<file path="src/rtl/tenv_wbinit.sv">
// Wishbone pipelined bus initiator for the test environment: turns a command
// stream into cyc/stb/stall/ack cycles, returns responses in order, flags protocol errors.
module tenv_wbinit #(
  parameter int MAX_OUTST = 4,
  parameter int TIMEOUT   = 64
) (
  input  logic        clk_i,
  input  logic        rst_i,
  input  logic        cmd_valid,
  output logic        cmd_ready,
  input  logic        cmd_we,
  input  logic [31:0] cmd_adr,
  input  logic [3:0]  cmd_sel,
  input  logic [31:0] cmd_dat,
  output logic        rsp_valid,
  output logic        rsp_we,
  output logic [31:0] rsp_dat,
  output logic        err_o,
  output logic        cyc_o,
  output logic        stb_o,
  output logic        we_o,
  output logic [3:0]  sel_o,
  output logic [29:0] adr_o,
  output logic [31:0] dat_o,
  input  logic [31:0] dat_i,
  input  logic        ack_i,
  input  logic        stall_i
);

  localparam int PW = $clog2(MAX_OUTST) + 1;
  localparam int AW = (MAX_OUTST > 1) ? $clog2(MAX_OUTST) : 1;
  localparam int TW = $clog2(TIMEOUT + 1);
  localparam logic [PW:0]   MAX_W = (PW+1)'(MAX_OUTST);
  localparam logic [TW-1:0] TMO_W = TW'(TIMEOUT);

  typedef enum logic [1:0] {IDLE, BUSY, ERROR} state_e;

  state_e        state_q, state_d;
  logic          stb_q, stb_d;
  logic          cyc_q, cyc_d;
  logic          we_q, we_d;
  logic [3:0]    sel_q, sel_d;
  logic [29:0]   adr_q, adr_d;
  logic [31:0]   dat_q, dat_d;
  logic [PW-1:0] pend_q, pend_d;
  logic [AW-1:0] wr_ptr_q, wr_ptr_d;
  logic [AW-1:0] rd_ptr_q, rd_ptr_d;
  logic          fifo_q [MAX_OUTST];
  logic          fifo_d [MAX_OUTST];
  logic [TW-1:0] tmo_q, tmo_d;
  logic          rsp_valid_q, rsp_valid_d;
  logic          rsp_we_q, rsp_we_d;
  logic [31:0]   rsp_dat_q, rsp_dat_d;
  logic          err_q, err_d;

  logic          issue, ack_acc, ack_spur, accept, tmo_hit;
  logic [PW:0]   occ;
  logic          unused_adr;

  assign unused_adr = ^cmd_adr[1:0];

  function automatic logic [AW-1:0] ptr_inc(input logic [AW-1:0] p);
    return (p == AW'(MAX_OUTST - 1)) ? '0 : p + 1'b1;
  endfunction

  // Occupancy counts a request still sitting on stb so the FIFO can never overflow.
  assign occ       = {1'b0, pend_q} + (PW+1)'(stb_q);
  assign cmd_ready = !err_q & (!stb_q | !stall_i) & (occ < MAX_W);
  assign accept    = cmd_valid & cmd_ready;
  assign issue     = stb_q & !stall_i;
  assign ack_acc   = ack_i & (pend_q != '0) & (state_q != ERROR);
  assign ack_spur  = ack_i & (pend_q == '0) & (state_q != ERROR);

  always_comb begin
    state_d     = state_q;
    stb_d       = stb_q;
    we_d        = we_q;
    sel_d       = sel_q;
    adr_d       = adr_q;
    dat_d       = dat_q;
    wr_ptr_d    = wr_ptr_q;
    rd_ptr_d    = rd_ptr_q;
    fifo_d      = fifo_q;
    rsp_we_d    = rsp_we_q;
    rsp_dat_d   = rsp_dat_q;
    err_d       = err_q;
    rsp_valid_d = ack_acc;
    tmo_d       = '0;
    tmo_hit     = 1'b0;

    if (ack_acc) begin
      rsp_we_d  = fifo_q[rd_ptr_q];
      rsp_dat_d = dat_i;
      rd_ptr_d  = ptr_inc(rd_ptr_q);
    end

    if (accept) begin
      stb_d = 1'b1;
      we_d  = cmd_we;
      sel_d = cmd_sel;
      adr_d = cmd_adr[31:2];
      dat_d = cmd_dat;
    end else if (issue) begin
      stb_d = 1'b0;
    end

    if (issue) begin
      fifo_d[wr_ptr_q] = we_q;
      wr_ptr_d         = ptr_inc(wr_ptr_q);
    end

    pend_d = pend_q + PW'(issue) - PW'(ack_acc);

    // An ack in the threshold cycle clears the counter and beats the timeout.
    if (!ack_acc && pend_q != '0) begin
      tmo_d   = tmo_q + 1'b1;
      tmo_hit = (tmo_d == TMO_W);
    end

    case (state_q)
      IDLE:    if (accept) state_d = BUSY;
      BUSY:    if (pend_d == '0 && !stb_d) state_d = IDLE;
      default: state_d = ERROR;
    endcase

    if (ack_spur || tmo_hit) begin
      err_d    = 1'b1;
      state_d  = ERROR;
      stb_d    = 1'b0;
      pend_d   = '0;
      wr_ptr_d = '0;
      rd_ptr_d = '0;
      tmo_d    = '0;
    end

    cyc_d = (state_d != ERROR) & (stb_d | (pend_d != '0));
  end

  always_ff @(posedge clk_i) begin
    if (rst_i) begin
      state_q     <= IDLE;
      stb_q       <= 1'b0;
      cyc_q       <= 1'b0;
      we_q        <= 1'b0;
      sel_q       <= '0;
      adr_q       <= '0;
      dat_q       <= '0;
      pend_q      <= '0;
      wr_ptr_q    <= '0;
      rd_ptr_q    <= '0;
      tmo_q       <= '0;
      rsp_valid_q <= 1'b0;
      rsp_we_q    <= 1'b0;
      rsp_dat_q   <= '0;
      err_q       <= 1'b0;
      for (int i = 0; i < MAX_OUTST; i++) fifo_q[i] <= 1'b0;
    end else begin
      state_q     <= state_d;
      stb_q       <= stb_d;
      cyc_q       <= cyc_d;
      we_q        <= we_d;
      sel_q       <= sel_d;
      adr_q       <= adr_d;
      dat_q       <= dat_d;
      pend_q      <= pend_d;
      wr_ptr_q    <= wr_ptr_d;
      rd_ptr_q    <= rd_ptr_d;
      tmo_q       <= tmo_d;
      rsp_valid_q <= rsp_valid_d;
      rsp_we_q    <= rsp_we_d;
      rsp_dat_q   <= rsp_dat_d;
      err_q       <= err_d;
      for (int i = 0; i < MAX_OUTST; i++) fifo_q[i] <= fifo_d[i];
    end
  end

  assign cyc_o     = cyc_q;
  assign stb_o     = stb_q;
  assign we_o      = we_q;
  assign sel_o     = sel_q;
  assign adr_o     = adr_q;
  assign dat_o     = dat_q;
  assign rsp_valid = rsp_valid_q;
  assign rsp_we    = rsp_we_q;
  assign rsp_dat   = rsp_dat_q;
  assign err_o     = err_q;

endmodule
</file>
<file path="config.mk">
export PLATFORM = sky130hd
export DESIGN_NAME = tenv_wbinit
export DESIGN_NICKNAME = d
export VERILOG_FILES = /design/src/rtl/tenv_wbinit.sv
export SDC_FILE = /design/constraint.sdc
export NUM_CORES = 1
export LEC_CHECK = 0
export ABC_CLOCK_PERIOD_IN_PS = 3700
export CAP_MARGIN = 20
export CORE_ASPECT_RATIO = 2
export CORE_MARGIN = 2
export CORE_UTILIZATION = 43
export CTS_BUF_LIST = sky130_fd_sc_hd__clkbuf_4
export CTS_CLUSTER_DIAMETER = 200
export DETAILED_ROUTE_END_ITERATION = 7
export PLACE_DENSITY = 0.83
export SKIP_CTS_REPAIR_TIMING = 1
export SYNTH_ARGS = -nofsm -noshare
export SYNTH_HDL_FRONTEND = slang
export SYNTH_SLANG_ARGS = --single-unit
</file>
<file path="constraint.sdc">
create_clock -name clk_i -period 3.7 [get_ports clk_i]
set_input_delay 0.74 -clock clk_i [delete_from_list [all_inputs] [get_ports clk_i]]
set_output_delay 0.74 -clock clk_i [all_outputs]
set_load 0.01 [all_outputs]
</file>
=== Yosys cells after proc, flatten, opt, wreduce, memory -nomap -nowiden ===
Index checks and enable logic that the tools add are counted.

* Bits of input ports: 106
* Flip-flop bits (word level): 124
* Logic and storage cells: 82
* Output and inout port bits: 105

* Multiplexer cells: 17
* Reduce and logical (&&, ||, !) cells: 16
* Add/sub/neg operators: 6
* Bitwise operators: 14
* Equality and inequality tests: 6
* Order comparisons: 4

{| class="wikitable"
|+ Operators by type and width
! operator !! number
|-
| 2-bit 2-to-1 mux || 5
|-
| 1-bit bitwise AND || 9
|-
| 7-bit by 1-bit adder with 7-bit output, second input constant || 1
|-
| 7-bit equality test, second input constant || 1
|-
| 1-bit 2-to-1 mux || 7
|-
| 3-bit greater-or-equal comparator, second input constant || 2
|-
| 3-bit zero test || 2
|-
| 2-bit inverter with 3-bit output || 2
|-
| 3-bit nonzero test || 2
|-
| 1-bit zero test || 5
|-
| 2-bit by 1-bit adder with 2-bit output, second input constant || 2
|-
| 3-bit by 1-bit adder with 4-bit output || 1
|-
| 4-bit bitwise mux || 1
|-
| 2-bit equality test, second input constant || 2
|-
| 4-bit by 3-bit < comparator with 1-bit output, second input constant || 1
|-
| 2-bit != test, second input constant || 2
|-
| 2-bit one-hot mux with 2 select lines || 1
|-
| 3-bit by 1-bit adder with 3-bit output || 1
|-
| 1-bit logical AND || 3
|-
| 3-bit by 1-bit < comparator with 1-bit output, second input constant || 1
|-
| 3-bit 2-to-1 mux || 1
|-
| 3-bit OR reduction || 1
|-
| 3-bit by 1-bit subtractor with 3-bit output || 1
|-
| 1-bit binary-select mux with 2-bit select || 1
|-
| other kinds (7) || 8
|}

=== Longest topological paths before layout ===
Gate-level depths: netlist (run 1).

* Depth after elaboration: 13
* Gate-level depth with buffers: 14
* Gate-level depth less buffers: 13

=== Worst setup path after synthesis (run 1) ===
OpenSTA, ideal clock, no wires.

* Path type: input port to flip-flop
* Start: input port ack_i
* End: register state_q[0]
* Path slack: 0.883 ns
* Library setup time: 0.133 ns
* Data arrival time: 2.684 ns
* Required time: 3.567 ns
* Buffers on the path: 1
* Stages on the path: 13
* Cell sequence: and2_2 -> nand2b_1 -> inv_2 -> clkbuf_1 -> ha_1 -> inv_1 -> ha_1 -> inv_1 -> fa_1 -> xnor2_1 -> nand4_1 -> a21oi_1 -> nor3_1

* Longest elaborated chain between the ends: 8
* Elaborated cells between the ends (all ways): 14
* Those cells by class: add/sub (1); mux (4); bitwise (4); reduce/logical (5)

{| class="wikitable"
|+ Ends and longest elaborated chain
! item !! RTL line !! RTL
|-
| from (decl) || 26 || <nowiki>input logic ack_i,</nowiki>
|-
| 1-bit bitwise AND * (2 in a row) || 71 || <nowiki>assign ack_acc = ack_i & (pend_q != '0) & (state_q != ERROR);</nowiki>
|-
| net ack_acc || 56 || <nowiki>logic issue, ack_acc, ack_spur, accept, tmo_hit;</nowiki>
|-
| 3-bit by 1-bit subtractor with 3-bit output || 112 || <nowiki>pend_d = pend_q + PW'(issue) - PW'(ack_acc);</nowiki>
|-
| 3-bit zero test || 122 || <nowiki>BUSY: if (pend_d == '0 && !stb_d) state_d = IDLE;</nowiki>
|-
| 1-bit logical AND || 122 ||
|-
| 2-bit 2-to-1 mux || 122 ||
|-
| 2-bit one-hot mux with 2 select lines || 120 || <nowiki>case (state_q)</nowiki>
|-
| 2-bit 2-to-1 mux * || 126 || <nowiki>if (ack_spur || tmo_hit) begin</nowiki>
|-
| to (signal assigned) || 158 || <nowiki>state_q <= state_d;</nowiki>
|-
| to (decl) || 38 || <nowiki>state_e state_q, state_d;</nowiki>
|}

Mark *: on every way through the listed nets, which the timed path passes. The rest lies on a longest branch.
A chain may end at the register's enable or synchronous reset.

=== Worst setup path in the final report (run 1) ===
* Start: input port stall_i
* End: output port cmd_ready

* Longest elaborated chain between the ends: 4

{| class="wikitable"
|+ Ends and longest elaborated chain
! item !! RTL line !! RTL
|-
| from (decl) || 27 || <nowiki>input logic stall_i</nowiki>
|-
| 1-bit zero test || 68 || <nowiki>assign cmd_ready = !err_q & (!stb_q | !stall_i) & (occ < MAX_W);</nowiki>
|-
| 1-bit bitwise OR || 68 ||
|-
| 1-bit bitwise AND (2 in a row) || 68 ||
|-
| to (decl) || 10 || <nowiki>output logic cmd_ready,</nowiki>
|}

Every way passes these cells.

==> metrics.cfg, run 1 <==
[synthesis]
synth_warnings=0
synth_fp_nets=678
yosys.area.top_type_share_pct=54.4
synth_area_sq_mm=0.00456
syn_avg_cell_area_sq_um=8.13
ys_seq_elements=124
synth_commonest_cells=nand2_1, dfxtp_1, a21oi_1
yosysTopAreaCell=dfxtp_1
async_flop_share_pct=0
synth_top_cells_by_area=dfxtp_1, nand2_1, a21oi_1, ha_1, clkbuf_1
synth_cells=561
synth.most_common_cell=nand2_1
synth_cell_types=32
synth_edf_count=0
synthFlopType=dfxtp_1
ys_seq_area_share_pct=54.4

[global_route]
grt-ovfl-total=0
grt_antenna_before_repair=1
grt_max_degree=56
grt_pass1_vias=4573
grt_pass1_wl_microns=21700
gr-usage-all-layers_pct=24.1

[floorplan]
die-area_sq_mm=0.0115
fp-row-count=53
ioPinCount=211
dieWidth_microns=76.8
core_area_sq_mm=0.0104
floorplan.initialDensity_pct=43.8
dieHeight_microns=150

[timing]
hold_viol_final=0
setup_tns_ps=0
fin_ws_ps=628
fin_skew_ps=14.9
drv_slew=0
post-route-period-util_pct=83.0
worstMarginPinSlew_ps=561
post-route-min-period_ps=3070
setup_viol=0
fmax_mhz=326
rsz0062_at_grt=no
max-slew-margin-rel_pct=62.6

[pwr]
ir_worst_vdd_mv=0.296
p_sw_share_pct=31.3
p_seq_share_pct=47.7
power_frac_comb_pct=26.2
power.internal_uw=2210
cellLeakagePower_uw=0.00253
clockPowerShare_pct=26.1
power_density_mw_per_mm2=462
switching_power_uw=1010

[min_path]
min_path_type=flop to flop

[worst_setup_path]
cp_slowest_stage_delay_ps=560
path_max_fanout=3
cp_slowest_cell=clkdlybuf4s50_1
crit_chain=clkdlybuf4s50_1 > a21o_1 > a21oi_1 > and2_1 > clkdlybuf4s50_1
crit_buf_inv=2
cp_common_cell=clkdlybuf4s50_1
endpoint_kind=primary output
arrival_ps=2330
rrSetupSlack_ps=980
crit_required_ps=2960
worstSetupPathType=primary input to primary output
crit_family=buffers and inverters
cp-start-kind=primary input

[clock_network]
cts.sinks=124
clk_latency_ps=510
root_buffer=clkbuf_4
cts-buffers-inserted=17
cts_tree=yes
h-tree-depth=4
clockBufferDepth=2
cts.clk_slew.worst_paths_ps=100

[route]
drc=0
drtIter0Drc=189
dr.pass1.iters=4
wl_microns=14000
num_vias=4524
wire_per_inst_microns=15.4
vias_per_cell=4.98
drtAntennaViolNets=0

[placed_design]
numPlacedInstances=876
finalWeightedCongestion=0.824
io_buffers=208
dpl.hpwl_microns=10400
dp_worst_setup_slack_ps=438

[final_layout]
fin_cells=909
num-nets-final=875
syn2layout_area_growth_pct=53.0
final_util_pct=67.0
drive_gt1_share_pct=6.23

[run_status]
status=finished, final reports clean

[job]
maxCapViolCount=0

## through the flow
step                      power [uW]  area [sq um]  hold slack (ps)
after global placement          2370          6720              440
after floorplan                 1960          4560              433
after global routing            3390          6980              476
after CTS                       3260          6980              461
final                           3220          6980              458
after detailed placement        2410          6720              446
## registers in the layout, summed over array words and instances (netlist names)
register / flops
state_q: 2
wr_ptr_q: 2
err_o: 1
rsp_valid: 1
stb_o: 1
we_o: 1
fifo_q: 4
sel_o: 4
tmo_q: 7
rsp_we: 1
rd_ptr_q: 2
dat_o: 32
pend_q: 3
adr_o: 30
cyc_o: 1
rsp_dat: 32
## worst reg2reg max path, stage by stage, from the launching register on
cell      delay, ps
dfxtp_1         360
nor3_2          440
nand2b_1        200
inv_2            50
ha_1            280
inv_1            60
ha_1            140
inv_1            50
fa_1            390
xnor2_1         240
nand4_1         160
a21oi_1         170
nor3_1           60
## power by group through the flow
stage	clock, uW	combinational, uW	sequential [uW]
after floorplan	0	345	1610
after global placement	0	817	1560
after detailed placement	0	843	1570
after CTS	874	847	1540
after global routing	927	913	1550
final	841	843	1540
## path summary, 6_finish.rpt
path / start / endpoint / depth (start not counted)
setup / recovery: stall_i / cmd_ready / 5
hold / removal: rsp_dat[17]$_SDFFE_PP0P_ / rsp_dat[17]$_SDFFE_PP0P_ / 2
setup reg to reg: pend_q[0]$_SDFF_PP0_ / state_q[0]$_SDFF_PP0_ / 12
hold reg to reg: rsp_dat[17]$_SDFFE_PP0P_ / rsp_dat[17]$_SDFFE_PP0P_ / 2
## placed cells by master, fill, tap and decap left out, drive strengths merged
cell,n
a2111oi,1
a21o,1
a21oi,117
and2,2
and3,3
buf,7
bufinv,1
clkbuf,17
clkdlybuf4s50,207
clkinv,6
clkinvlp,6
dfxtp,124
diode,1
fa,1
ha,10
inv,11
mux4,1
nand2,214
nand2b,2
nand3,9
nand4,1
nor2,10
nor2b,2
nor3,4
nor3b,2
o21ai,1
o31ai,1
or3,4
xnor2,2
xor2,4
## kinds of logic (layout without fill, tap and decap cells)
| group | Yosys count | after routing | share of synthesized area, % |
|---|---|---|---|
| fa+ha+maj | 11 | 11 | 3.18 |
| compound gates | 121 | 121 | 14.2 |
| mux | 1 | 1 | 0.494 |
| other cells | 0 | 1 | 0 |
| xor+xnor | 6 | 6 | 1.15 |
| flops | 124 | 124 | 54.4 |
| buf+inv | 45 | 255 | 4.11 |
| simple gates | 253 | 253 | 22.5 |
## layout make-up
type | count | area (sq um)
well taps | 137 | 171
repair buffers | 214 | 2140
inverters | 9 | 33.8
fillers | 859 | 3430
clock inverters | 15 | 125
multi-input cells | 392 | 1900
diodes | 1 | 2.50
clock buffers | 17 | 128
flip-flops and latches | 124 | 2480
## routing by layer
layer	part of all wire [%]	GRT usage [%]	vias up	wire length, microns
li1	-	-	2214	-
met1	34	22.0	2088	4710
met2	56	46.2	171	7780
met3	4.7	5.31	51	662
met4	5.8	16.5	0	817
met5	0	0	-	0
Power figures use the tool's default switching activity.
==> run 2: changes to the inputs <==
--- a/config.mk
+++ b/config.mk
@@ -5,7 +5,7 @@
 export SDC_FILE = /design/constraint.sdc
 export NUM_CORES = 1
 export LEC_CHECK = 0
-export ABC_CLOCK_PERIOD_IN_PS = 3700
+export ABC_CLOCK_PERIOD_IN_PS = 2900
 export CAP_MARGIN = 20
 export CORE_ASPECT_RATIO = 2
 export CORE_MARGIN = 2
==> constraint.sdc (replaced) <==
create_clock -name clk_i -period 2.9 [get_ports clk_i]
set_input_delay 0.58 -clock clk_i [delete_from_list [all_inputs] [get_ports clk_i]]
set_output_delay 0.58 -clock clk_i [all_outputs]
set_load 0.01 [all_outputs]
==> run 2 against run 1 <==
Compared with the run above:
- non-clock buffer count increased by 9
- die area is the same
- sequential power increased by 27%
- global-route usage up 0.65 points
- largest cell class unchanged
- sequential share of layout area decreased by 1.1 points
- setup slack lost 390 ps
- largest power group unchanged
==> metrics.cfg, run 2 (same netlist as run 1, synthesis figures left out) <==
[worst_setup_path]
endpoint_kind=flop
reg2reg_from=state_q[1]$_SDFF_PP0_
crit_buf_inv=3
crit_required_ps=3270
arrival_ps=3030
crit_chain=nand2b_1 > and2_2 > nand2b_1 > inv_2 > ha_1 > inv_1 > ha_1 > inv_1 > fa_1 > xnor2_1 > nand4_1 > a21oi_1 > nor3_1
cp_slowest_stage_delay_ps=400
cp_slowest_cell=dfxtp_1
path_max_fanout=4
worstSetupPathType=flop to flop
crit_path_start=state_q[1]$_SDFF_PP0_
cp-start-kind=flop
crit_family=adder cells

[final_layout]
syn2layout_area_growth_pct=57.7
num-nets-final=884
stdcell_area_sq_mm=0.00719
drive_gt1_share_pct=7.31
layout_commonest_cell=nand2_1
mostFrequentLayoutCells=nand2_1, clkdlybuf4s50_1, dfxtp_1

[placed_design]
io_buffers=208
dp_worst_setup_slack_ps=-213
place_area_sq_mm=0.00679
finalWeightedCongestion=0.839
dpl.hpwl_microns=10700

[timing]
fmax_mhz=375
max-slew-margin-rel_pct=54.8
post-route-period-util_pct=91.9
rsz0062_at_grt=no
worstMarginPinSlew_ps=678
drv_slew=0
setup_tns_ps=0
post-route-min-period_ps=2670
setup_viol=0
hold_viol_final=0
fin_ws_ps=234
fin_skew_ps=16.3

[floorplan]
fp-row-count=53
floorplan.initialDensity_pct=43.8
die-area_sq_mm=0.0115
ioPinCount=211
dieHeight_microns=150
dieWidth_microns=76.8
core_area_sq_mm=0.0104

[pwr]
cellLeakagePower_uw=0.00266
ir_worst_vdd_mv=0.484
power_uw=4680
power_density_mw_per_mm2=651

[route]
wire_per_inst_microns=15.6
dr.pass1.iters=5
drc=0
wl_microns=14400
num_vias=4540
vias_per_cell=4.95
drtAntennaViolNets=0
drtIter0Drc=180

[min_path]
hold_path_startpoint=rst_i
min_path_type=primary input to flop

[global_route]
gr-usage-all-layers_pct=24.8
grt_pass1_vias=4568
grt_max_degree=69
grt_pass1_wl_microns=22300
grt_antenna_before_repair=1
grt-ovfl-total=0

[clock_network]
h-tree-depth=4
clockBufferDepth=2
clk_latency_ps=500
cts.clk_slew.worst_paths_ps=120
root_buffer=clkbuf_4
cts-buffers-inserted=17
cts_tree=yes
cts.sinks=124

[job]
maxCapViolCount=0

[run_status]
status=finished, final reports clean

run 2: changes by cell type in the layout (fill, tap and decap cells not counted), sizes merged:
cell | before | now
bufinv | 1 | 7
clkdlybuf4s50 | 207 | 206
clkinvlp | 6 | 2
clkinv | 6 | 5
buf | 7 | 16
inv | 11 | 10
dlymetal6s2s | 0 | 1
run 2: cell type report:
| class | instances | area (sq um) |
|---|---|---|
| sequential | 124 | 2480 |
| multi-input combinational | 392 | 1900 |
| tap | 137 | 171 |
| clock buffer | 17 | 128 |
| antenna | 1 | 2.50 |
| fill | 858 | 3220 |
| inverter | 9 | 33.8 |
| clock inverter | 15 | 269 |
| timing repair buffer | 223 | 2210 |
run 2: path summary, 6_finish.rpt:
check,to,slack [ps],cells past startpoint
worst min-delay path,dat_o[11]$_SDFFE_PP0P_,450,2
worst max register to register,state_q[0]$_SDFF_PP0_,230,13
worst min register to register,rsp_dat[18]$_SDFFE_PP0P_,460,2
worst max-delay path,state_q[0]$_SDFF_PP0_,230,13
run 2: per-layer routing:
metal  up-vias  track usage, %  part of all wire (%)
li1       2229               -                     -
met1      2122            23.9                    34
met2       149            47.9                    58
met3        40            5.67                   4.2
met4         0            12.8                   4.0
met5         -               0                     0
run 2: worst register-to-register path, stage by stage, from the launching register on:
cell and delay [ps]:
dfxtp_1 400, nand2b_1 130, and2_2 220, nand2b_1 100
inv_2 50, ha_1 290, inv_1 80, ha_1 150
inv_1 50, fa_1 390, xnor2_1 270, nand4_1 180
a21oi_1 170, nor3_1 60
run 2: stage by stage:
stage | instances | hold slack (ps) | utilization [%]
floorplan | 561 | 433 | -
global placement | 885 | 441 | 65.2
detailed placement | 885 | 445 | 65.2
CTS | 917 | 411 | 69.0
global route | 918 | 405 | 69.1
finish | 918 | 449 | 69.1
run 2: power by group:
group / internal [uW] / switching (uW) / total, uW
Combinational: 562 / 551 / 1110
Clock: 947 / 658 / 1600
Sequential: 1870 / 96.4 / 1960
==> variant 1: new RTL, settings of run 2 <==
Encoding of `state_e`: now one-hot (3 bits for 3 states).
--- a/src/rtl/tenv_wbinit.sv
+++ b/src/rtl/tenv_wbinit.sv
@@ -33,7 +33,7 @@
   localparam logic [PW:0]   MAX_W = (PW+1)'(MAX_OUTST);
   localparam logic [TW-1:0] TMO_W = TW'(TIMEOUT);
 
-  typedef enum logic [1:0] {IDLE, BUSY, ERROR} state_e;
+  typedef enum logic [2:0] {IDLE = 3'b001, BUSY = 3'b010, ERROR = 3'b100} state_e;
 
   state_e        state_q, state_d;
   logic          stb_q, stb_d;
Formal check against the unedited RTL: same outputs for any inputs over 10 cycles, from zero or initial values and one cycle with rst_i high; not proved beyond that.
==> variant 1 against run 2 <==
- final area is 0.87% higher
- sequential cell count is 1 higher
- routed wire length is 9.8% lower
- worst hold slack better by 0.0070 ns
- final cell count is 2.4% higher
- global-route usage is 2.6 points lower
- setup slack worse by 0.054 ns
- power is 16% lower
- area after synthesis is 3.8% higher
- first-iteration DRC count is 15% lower
- sequential share of layout area hardly changed
==> variant 1: results (changes against run 2) <==
outcome complete, no violations; detailed placement HPWL 9358 µm (-12%); post-synth net total 698 (+2.9%); gate family responsible for the most delay along the worst path simple AND/OR/NAND/NOR gates; All-Layer GR Usage 0.2220 (-0.02570); Hold WC Path Type register to register; number of buffers added by the clock tree synthesis step 17 (unchanged); highest fanout seen on the critical path 4 (unchanged); endpoint of the worst hold path adr_o[29]; routed wire length 12950 µm (-9.8%); largest net degree at the start of global routing 110 (+59%); fraction of layout instances using a drive strength above 1 0.09011 (+0.01704); Cells on Worst Hold Path 2 (unchanged); most numerous cell types in the synthesized netlist 217 x sky130_fd_sc_hd__nand2_1, 125 x sky130_fd_sc_hd__dfxtp_1, 113 x sky130_fd_sc_hd__a21oi_1; antenna violations before repair 1 (unchanged); clock latency reported for the late side of the worst-skew pair 0.51 ns; final RePlAce weighted congestion 0.8206 (-2.2%); number of levels in the clock H-tree 4 (unchanged); count of nets after finishing 904 (+2.3%); Worst-path clk slew 0.10 ns (-0.02 ns); number of nets with antenna violations after routing 0 (unchanged); setup slack, reg-to-reg 0.18 ns (-0.05 ns); area after detailed placement 0.006929 mm² (+2.0%); via count of the routed design 4640 (+2.2%); Seq/Total Area, Yosys 0.5285 (-0.01562); critical path's slowest cell sky130_fd_sc_hd__or3b_4; wire length of the first global-routing pass 21060 µm (-5.5%); 1st-iter DRT viols 153 (-15%); Largest stage delay, worst path 0.39 ns; most area-consuming cells after synthesis sky130_fd_sc_hd__dfxtp_1 53%, sky130_fd_sc_hd__nand2_1 17%, sky130_fd_sc_hd__a21oi_1 12%; leakage power 2.627 nW (-1.2%); worst setup path startpoint state_q[2]; worst ir drop on vdd 0.4076 mV (-16%); pre-CTS setup slack -0.1405 ns (+0.07227 ns); yosys warns 0 (unchanged); worst reg-to-reg path cell count 13 (unchanged); Root Buffer Master sky130_fd_sc_hd__clkbuf_4; Async S/R FF share, synth 0 (unchanged); clk_skew 0.01336 ns (-0.002947 ns); buffers added on ports 208 (unchanged); Max clock buf depth 2 (unchanged); first-pass iteration count of the detailed router 4 (-1); Synth Flop Type sky130_fd_sc_hd__dfxtp_1; headroom to the max-slew limit 0.5440 (-0.003735); worst r2r dst state_q[1]; Hold Slack 0.4563 ns (+0.006963 ns); distinct cell type count after synthesis 39 (+22%); vias in the first global route 4694 (+2.8%); critical hold path startpoint adr_o[29]
==> variant 1: worst max-delay path by stage <==
stage,slack [ns],end
after floorplan,0.008,state_q[0]
after global placement,-0.04,cyc_o
after detailed placement,-0.14,cyc_o
after CTS,-0.03,cmd_ready
after global routing,-0.01,state_q[1]
final,0.18,state_q[1]
==> variant 1: layout make-up <==
type	instances	area [µm²]
fillers	869	3556
flip-flops and latches	125	2506
repair buffers	224	2215
multi-input cells	409	2033
well taps	140	175.2
clock inverters	13	150.1
clock buffers	18	135.1
inverters	10	37.54
diodes	1	2.502
==> variant 1: through the flow <==
step	TNS, ns	instances
6_report	0	940
5_1_grt	-0.01333	940
4_1_cts	-0.03486	936
3_5_place_dp	-0.4079	905
3_3_place_gp	-0.09487	905
2_1_floorplan	0	581
==> variant 1: logic make-up (layout without fill, tap and decap cells) <==
family,count (synthesis),in the layout,synth area share
AND/OR/NAND/NOR,264,264,0.2315
AO/OA/AOI/OAI,127,127,0.1467
flip-flops,125,125,0.5285
buffers and inverters,47,265,0.04677
adder cells (fa/ha/maj),11,11,0.03066
XOR/XNOR,6,6,0.01110
multiplexers,1,1,0.004757
other,0,1,0
==> variant 1: where the power goes <==
part,switching (mW),internal [mW]
logic,0.390,0.429
clock network,0.619,0.591
registers,0.0666,1.83
total,1.08,2.85
==> variant 1: routing by layer <==
metal	global-route usage	vias to the layer above	share of wire
met2	0.4048	194	0.54
met1	0.2081	2118	0.34
met3	0.09479	19	0.092
met5	0	-	0
met4	0.1028	0	0.021
li1	-	2309	-
==> variant 2: new RTL, settings of run 2 <==
Without the edit above. `TIMEOUT`: 64 -> 32.
--- a/src/rtl/tenv_wbinit.sv
+++ b/src/rtl/tenv_wbinit.sv
@@ -2,7 +2,7 @@
 // stream into cyc/stb/stall/ack cycles, returns responses in order, flags protocol errors.
 module tenv_wbinit #(
   parameter int MAX_OUTST = 4,
-  parameter int TIMEOUT   = 64
+  parameter int TIMEOUT   = 32
 ) (
   input  logic        clk_i,
   input  logic        rst_i,
Behaviour: no difference found for any inputs over 10 cycles, from zero or initial values and one cycle with rst_i high; that may be too few to reach the edited logic, so the function may still have changed.
==> variant 2 against run 2 <==
- power shrank 3.9%
- sequential cell count shrank 1
- count of clock-buffer cells in the layout grew 2
- utilization shrank 2.7 points
- routed wire length shrank 1.3%
- die area grew 5.3%
- final area grew 0.33%
- worst hold slack gained 0.012 ns
- setup slack gained 0.11 ns
- area after synthesis grew 5.5%
- fmax grew 4.4%
- synthesized cell count grew 2.5%
- clock power shrank 18%
- critical endpoint is now cyc_o
- highest routed layer unchanged
==> variant 2: results (changes against run 2) <==
share of final layout cell area taken by clock buffers and inverters 0.04404 (-0.01111); total of fill cells in the finished design 900 (+4.9%); wire length of the first global-routing pass 22760 µm (+2.1%); fraction of layout instances using a drive strength above 1 0.07494 (+0.001858); count of nets after finishing 878 (-0.68%); Hold WC Path Type register to register; clock latency reported for the late side of the worst-skew pair 0.52 ns (+0.02 ns); final RePlAce weighted congestion 0.8535 (+1.7%); distinct cell type count after synthesis 37 (+16%); clk_skew 0.01624 ns (-0.00007330 ns); leakage power 2.535 nW (-4.6%); worst reg-to-reg path cell count 12 (-1); antenna violations before repair 1 (unchanged); via count of the routed design 4862 (+7.1%); Multi-In Gates 389 (-0.77%); pre-CTS setup slack -0.04383 ns (+0.1689 ns); Seq/Total Area, Yosys 0.5117 (-0.03246); outcome complete, no violations; multi-input gate share of the layout cell area 0.2861 (+0.02219); tap cell instance count 140 (+2.2%); number of sequential cells 123 (-0.81%); Register Area 0.002462 mm² (-0.81%); data arrival time at the worst-slack endpoint 2.95 ns (-0.08 ns); post-synth net total 692 (+2.1%); Worst-Margin Slew 0.9961 ns (+0.3177 ns); worst ir drop on vdd 0.3927 mV (-19%); 1st-iter DRT viols 199 (+11%); clock buffers 19 (+2); All-Layer GR Usage 0.2358 (-0.01189); Worst-path clk slew 0.10 ns (-0.02 ns); area after detailed placement 0.006893 mm² (+1.5%); Repair and plain buffers 217 (-2.7%); Non-Clock Inverter Count 13 (+4); largest net degree at the start of global routing 70 (+1.4%); first-pass iteration count of the detailed router 7 (+2); highest fanout seen on the critical path 6 (+2); routed wire length 14160 µm (-1.3%); area share of buffers outside the clock network 0.2972 (-0.009681); detailed placement HPWL 9795 µm (-8.4%); most area-consuming cells after synthesis sky130_fd_sc_hd__dfxtp_1 51%, sky130_fd_sc_hd__a21oi_1 12%, sky130_fd_sc_hd__nand3_1 7.8%; layout-stage area growth over the synthesis result 49.95%
==> variant 2: changes by cell type after synthesis, moves of 6 or more <==
| cell | delta |
|---|---|
| sky130_fd_sc_hd__a21oi_1 | -6 |
| sky130_fd_sc_hd__o21ai_1 | +13 |
| sky130_fd_sc_hd__nor2_1 | -6 |
| sky130_fd_sc_hd__clkbuf_1 | +8 |
| sky130_fd_sc_hd__nand2_1 | -132 |
| sky130_fd_sc_hd__o21ai_0 | +53 |
| sky130_fd_sc_hd__nand3_1 | +67 |
==> variant 2: logic make-up (layout without fill, tap and decap cells) <==
group / count (synthesis) / in the layout / share of synthesized area
mux: 1 / 1 / 0.004680
compound gates: 187 / 187 / 0.2033
buf+inv: 63 / 262 / 0.06162
xor+xnor: 6 / 6 / 0.01092
other cells: 0 / 1 / 0
flops: 123 / 123 / 0.5117
fa+ha+maj: 11 / 11 / 0.03016
simple gates: 184 / 184 / 0.1776
==> variant 2: path summary, 6_finish.rpt <==
check	start	end	slack, ns
worst min register to register	rsp_dat[18]	rsp_dat[18]	0.46
worst max register to register	pend_q[1]	cyc_o	0.35
worst min-delay path	rsp_dat[18]	rsp_dat[18]	0.46
worst max-delay path	pend_q[1]	cyc_o	0.35
==> variant 2: through the flow <==
stage	std cells	setup TNS (ns)
after floorplan	575	0
after global routing	915	0
after global placement	882	0
after CTS	914	0
after detailed placement	882	-0.05914
final	915	0
==> variant 2: report_power, final <==
part	internal [mW]	switching (mW)
Clock	0.695	0.626
Sequential	1.85	0.0969
Combinational	0.571	0.657
==> variant 2: routing by layer <==
| metal | global-route usage | part of all wire | vias up |
|---|---|---|---|
| met5 | 0 | 0 | - |
| met4 | 0.1119 | 0.034 | 0 |
| met3 | 0.08862 | 0.082 | 37 |
| met2 | 0.4180 | 0.53 | 214 |
| met1 | 0.2380 | 0.35 | 2251 |
| li1 | - | - | 2360 |
==> variant 2: critical path, cell delays in order (launching register included) <==
cell and delay (ns):
sky130_fd_sc_hd__dfxtp_1 0.39, sky130_fd_sc_hd__or3_1 0.41, sky130_fd_sc_hd__nand3_1 0.13, sky130_fd_sc_hd__inv_2 0.05
sky130_fd_sc_hd__ha_1 0.27, sky130_fd_sc_hd__inv_1 0.06, sky130_fd_sc_hd__ha_1 0.15, sky130_fd_sc_hd__inv_1 0.05
sky130_fd_sc_hd__fa_1 0.37, sky130_fd_sc_hd__xnor2_1 0.21, sky130_fd_sc_hd__nand4_1 0.14, sky130_fd_sc_hd__a21oi_1 0.14
sky130_fd_sc_hd__nor3_1 0.06
